`src/rtl/trng_pkg.sv`:
```
// Shared constants for the TRNG post-processing slice.
package trng_pkg;

  localparam int unsigned REP_LIMIT_DEFAULT = 32;
  localparam int unsigned BYTE_W            = 8;

  // Von Neumann pair phase encoding
  localparam logic [0:0] WAIT_FIRST = 1'b0;
  localparam logic [0:0] HAVE_FIRST = 1'b1;

endpackage

```
`src/rtl/trng_postproc_if.sv`:
```
// Byte output valid/ready bus between the conditioner and the I/O wrapper.
interface trng_postproc_if;
  import trng_pkg::*;

  logic [BYTE_W-1:0] byte_out;
  logic              byte_valid;
  logic              byte_ready;

  modport master (output byte_out, output byte_valid, input byte_ready);
  modport slave  (input byte_out, input byte_valid, output byte_ready);

endinterface

```
`src/rtl/trng_postproc_vn_debias.sv`:
```
// Von Neumann pair FSM: consumes raw bits in pairs, emits b0 when the pair differs.
module vn_debias
  import trng_pkg::*;
(
  input  logic CLK,
  input  logic RSTn,
  input  logic clr,
  input  logic in_valid,
  input  logic in_bit,
  output logic out_valid,
  output logic out_bit
);

  logic [0:0] state, state_n;
  logic       b0, b0_n;

  // State and first-bit register
  always_ff @(posedge CLK or negedge RSTn) begin
    if (!RSTn) begin
      state <= WAIT_FIRST;
      b0    <= 1'b0;
    end else begin
      state <= state_n;
      b0    <= b0_n;
    end
  end

  // Next state; the debiased bit is presented in the same cycle as the second bit
  always_comb begin
    state_n   = state;
    b0_n      = b0;
    out_valid = 1'b0;
    out_bit   = 1'b0;
    if (clr) begin
      state_n = WAIT_FIRST;
    end else if (in_valid) begin
      case (state)
        WAIT_FIRST: begin
          b0_n    = in_bit;
          state_n = HAVE_FIRST;
        end
        default: begin
          out_valid = (b0 != in_bit);
          out_bit   = b0;
          state_n   = WAIT_FIRST;
        end
      endcase
    end
  end

endmodule

```
`src/rtl/trng_postproc.sv`:
```
// Entropy conditioner: repetition-count health test, von Neumann debias, byte packer.
module trng_postproc
  import trng_pkg::*;
#(
  parameter int unsigned REP_LIMIT = REP_LIMIT_DEFAULT
) (
  input  logic                    CLK,
  input  logic                    RSTn,
  input  logic                    en,
  input  logic                    raw_bit,
  input  logic                    raw_valid,
  trng_postproc_if.master         bus,
  output logic                    health_fail,
  output logic                    overflow
);

  localparam int unsigned RW = $clog2(REP_LIMIT + 1);
  localparam int unsigned CW = $clog2(BYTE_W);

  logic              accept_c;
  logic              trip_c;
  logic [RW-1:0]     run, run_n;
  logic              last_bit;
  logic              d_valid, d_bit;
  logic [CW-1:0]     cnt;
  logic [BYTE_W-2:0] sh;
  logic              complete_c;

  assign accept_c = raw_valid && en && !health_fail;

  // Run length after this cycle's accepted bit; run==0 marks "no bit seen since flush"
  always_comb begin
    run_n = run;
    if (accept_c) begin
      if (run == '0 || raw_bit != last_bit) begin
        run_n = RW'(1);
      end else if (run != RW'(REP_LIMIT)) begin
        run_n = run + RW'(1);
      end
    end
  end

  assign trip_c = accept_c && (run_n == RW'(REP_LIMIT));

  vn_debias u_vn (
    .CLK       (CLK),
    .RSTn      (RSTn),
    .clr       (!en),
    .in_valid  (accept_c && !trip_c),
    .in_bit    (raw_bit),
    .out_valid (d_valid),
    .out_bit   (d_bit)
  );

  assign complete_c = d_valid && (cnt == CW'(BYTE_W - 1));

  // Health counter, shift register and bit count; en low flushes partial state
  always_ff @(posedge CLK or negedge RSTn) begin
    if (!RSTn) begin
      run         <= '0;
      last_bit    <= 1'b0;
      cnt         <= '0;
      sh          <= '0;
      health_fail <= 1'b0;
    end else begin
      if (trip_c) health_fail <= 1'b1;
      if (!en) begin
        run <= '0;
        cnt <= '0;
        sh  <= '0;
      end else begin
        run <= run_n;
        if (accept_c) last_bit <= raw_bit;
        if (d_valid) begin
          sh  <= {sh[BYTE_W-3:0], d_bit};
          cnt <= (cnt == CW'(BYTE_W - 1)) ? '0 : cnt + CW'(1);
        end
      end
    end
  end

  // Output register and handshake; a byte completing into a held slot is dropped
  always_ff @(posedge CLK or negedge RSTn) begin
    if (!RSTn) begin
      bus.byte_out   <= '0;
      bus.byte_valid <= 1'b0;
      overflow       <= 1'b0;
    end else begin
      if (complete_c) begin
        if (bus.byte_valid && !bus.byte_ready) begin
          overflow <= 1'b1;
        end else begin
          bus.byte_out   <= {sh, d_bit};
          bus.byte_valid <= 1'b1;
        end
      end else if (bus.byte_valid && bus.byte_ready) begin
        bus.byte_valid <= 1'b0;
      end
    end
  end

endmodule

```
`src/flat_wrapper.sv`:
```
// flat-port wrapper written by rule: the top's interface ports become plain ports
module trng_postproc_flat import trng_pkg::*;
#(
  parameter int unsigned REP_LIMIT = REP_LIMIT_DEFAULT
)
  (CLK, RSTn, en, raw_bit, raw_valid, health_fail, overflow, bus_byte_out, bus_byte_valid, bus_byte_ready);
  trng_postproc_if bus_i ();
  input  logic CLK;
  input  logic RSTn;
  input  logic en;
  input  logic raw_bit;
  input  logic raw_valid;
  output logic health_fail;
  output logic overflow;
  output wire logic [$bits(bus_i.byte_out)-1:0] bus_byte_out;
  output wire logic [$bits(bus_i.byte_valid)-1:0] bus_byte_valid;
  input wire logic [$bits(bus_i.byte_ready)-1:0] bus_byte_ready;
  assign bus_byte_out = bus_i.byte_out;
  assign bus_byte_valid = bus_i.byte_valid;
  assign bus_i.byte_ready = bus_byte_ready;
  trng_postproc #(.REP_LIMIT(REP_LIMIT)) u_core (.CLK(CLK), .RSTn(RSTn), .en(en), .raw_bit(raw_bit), .raw_valid(raw_valid), .bus(bus_i), .health_fail(health_fail), .overflow(overflow));
endmodule
```
`config.mk`:
```
export PLATFORM = sky130hd
export DESIGN_NAME = trng_postproc_flat
export DESIGN_NICKNAME = d
export VERILOG_FILES = /design/src/rtl/trng_pkg.sv /design/src/rtl/trng_postproc_if.sv /design/src/rtl/trng_postproc_vn_debias.sv /design/src/rtl/trng_postproc.sv /design/src/flat_wrapper.sv
export SDC_FILE = /design/constraint.sdc
export NUM_CORES = 1
export LEC_CHECK = 0
export CORE_UTILIZATION = 59
export DETAILED_ROUTE_END_ITERATION = 12
export PLACE_DENSITY = 0.86
export SLEW_MARGIN = 20
export SYNTH_ARGS = -nofsm -noshare
export SYNTH_HDL_FRONTEND = slang
export SYNTH_SLANG_ARGS = --single-unit
```
`constraint.sdc`:
```
create_clock -name CLK -period 4.05 [get_ports CLK]
set_input_delay 0.81 -clock CLK [delete_from_list [all_inputs] [get_ports CLK]]
set_output_delay 0.81 -clock CLK [all_outputs]
set_load 0.1 [all_outputs]
```
==> results.ini <==
[sta]
worst_slew_pin_slew_ps=988
slew_headroom=0.339
hold_viol=0
skew_ps=13.3
rsz0062_at_grt=false
tns_ps=0
report.final.setup_viol=0
period_share=0.788
fmax_mhz=313
final_max_slew_viol_count=0
period_minus_slack_ps=3190

[clock_tree]
postCtsSetupRepairBufs=0
ctsResizeCount=0
clock_latency_ps=340
hold_buffers=0
cts_tree=done
htreeDepth=2
clockRootBuffer=clkbuf_4
cts_made_buffers=5
clk_pin_slew_ps=90
clock-sinks=30
cts_buffer_depth=2

[routing]
vias=1221
firstDrtPassIters=4
drc_errors=0
antenna_left=0
routed_wl_mm=3.08
viasPerCell=6.07
wire_per_inst_um=15.3
drt-initial-drc-count=31

[pwr]
p_leak_nw=0.806
peakVddDrop_uv=345
pwr_density_cell_nw_per_um2=347

[floorplan]
die_w_um=52.7
dieArea_sq_um=2780
rows=18
die_y_um=52.7
floorplan.core_area_sq_um=2450
initial_utilization=0.619
pin_count=17

[critical_path]
end_kind=flip-flop
reg2regPathDepth=9
startpoint_type=primary input
cp_max_fo=12
critPathBufInv=1
cp.arrival_ps=3420
critical_path.top_delay_family=simple AND/OR/NAND/NOR gates
r2r_end=u_core.u_vn.b0
critPathKind=primary input to flip-flop
r2r_start=u_core.run[0]
critPathMaxStageDelay_ps=550
required_ps=4280
setup.worst_path.start=raw_valid
cp_common_cell=nor3_1
critical-path-slowest-cell=clkdlybuf4s50_1
r2r_slack_ps=1310
crit_chain=clkdlybuf4s50_1, and3b_1, nand2_1, or3_1, a211o_1, nor3_1, nor3_1, mux2_2

[finish]
final_nets=181
n_antenna_cell=0
final_layout_size_suffix_gt1_frac=0.158
areaGrowthSynthToFinish_pct=17.6
fin_util=0.728
layout_common_cells=31 x nand2_1, 30 x dfrtp_1, 16 x clkdlybuf4s50_1, 9 x mux2_2, 8 x inv_1
layout_commonest_cell=nand2_1

[worst_hold_path]
hold_depth=1
hp-class=flip-flop to flip-flop
holdCritStartpoint=u_core.overflow
min_to=u_core.overflow

[synth]
synthCells=150
synth_area_sq_um=1520
yosysWarnings=0
synth_area_leaders=dfrtp_1 49%, nand2_1 7.7%, mux2_2 6.7%
synth.distinct_cells=43
synth_area_leader_cell=dfrtp_1
post_synth.cell_area_avg_sq_um=10.1
synth.top_cell.area_share=0.494
ys_ff_latch=30
synthesis.nets=160
yosysSeqAreaShare=0.494

[place]
gp_congestion=0.839
portBuffers=16
hpwl_mm=2.13

[run]
drv_cap=0

[grt]
globalRouteOverflowTotal=0
antenna_found_initial=0
grt_pass1_vias=1207
grt_start_max_net_pins=31
grt_pass1_wl_mm=5.22
grtUsageTotal=0.272

[status]
status=complete, no violations

-- logic make-up after synthesis --
group | Yosys count | synth area share
buffers and inverters | 13 | 0.0420
AO/OA/AOI/OAI | 30 | 0.137
AND/OR/NAND/NOR | 60 | 0.199
flip-flops | 30 | 0.494
adder cells (fa/ha/maj) | 4 | 0.0330
XOR/XNOR | 3 | 0.0222
multiplexers | 10 | 0.0733
-- layout make-up --
cell class              instances  area (sq um)
clock inverters                 1          30.0
repair buffers                 19           183
fillers                       182           668
well taps                      30          37.5
inverters                       8          30.0
flip-flops and latches         30           751
clock buffers                   6          51.3
multi-input cells             107           704
-- power by group --
group / leakage, nW / internal, mW / switching, mW
clock: 0.0443 / 0.144 / 0.104
combinational: 0.354 / 0.0217 / 0.0355
sequential: 0.408 / 0.306 / 0.00863
-- per-layer routing --
| metal | part of all wire | track usage | vias to the layer above |
|---|---|---|---|
| li1 | - | - | 567 |
| met1 | 0.43 | 0.325 | 606 |
| met2 | 0.49 | 0.437 | 39 |
| met3 | 0.061 | 0.0986 | 9 |
| met4 | 0.019 | 0.118 | 0 |
| met5 | 0 | 0 | - |
-- flip-flops by register name, summed over array words and instances (netlist names) --
signal                 flops
u_core.overflow            1
u_core.last_bit            1
u_core.u_vn.state          1
u_core.bus.byte_out        8
u_core.u_vn.b0             1
u_core.bus.byte_valid      1
u_core.health_fail         1
u_core.run                 6
u_core.cnt                 3
u_core.sh                  7
-- synth_stat cells, drive strengths merged --
cell type / n
o21ai: 10
nor2: 6
o41ai: 1
or3: 1
ha: 4
dfrtp: 30
nand2b: 2
a31o: 1
or2: 2
and2: 2
a211o: 1
nand3: 3
nand2: 31
nand4: 1
o21bai: 1
and3: 1
nand3b: 1
o31a: 1
o311ai: 2
a21oi: 5
inv: 8
xnor2: 3
or4b: 1
nor2b: 1
and3b: 1
buf: 2
clkbuf: 3
nand4b: 1
o31ai: 2
mux2: 9
a221oi: 2
mux2i: 1
or3b: 1
o2111ai: 1
a31oi: 3
nor3: 5
-- metrics by stage --
step                total power, mW  std cells  instance area (sq um)  hold WS [ps]  worst slack (ps)
floorplan                     0.356        150                   1520           465              1210
global placement              0.376        194                   1710           458               632
detailed placement            0.377        194                   1710           482               554
CTS                           0.623        201                   1790           506               892
global route                  0.640        201                   1790           541               691
finish                        0.620        201                   1790           500               858
-- how the worst max path moves through the flow --
stage | end | slack [ps] | depth (start not counted)
CTS | u_core.u_vn.b0 | 890 | 8
finish | u_core.u_vn.b0 | 860 | 8
global route | u_core.u_vn.b0 | 690 | 8
detailed placement | u_core.bus.byte_out[7] | 550 | 8
global placement | u_core.bus.byte_out[7] | 630 | 8
floorplan | u_core.bus.byte_out[1] | 1210 | 8
(Power assumes the default switching activity.)
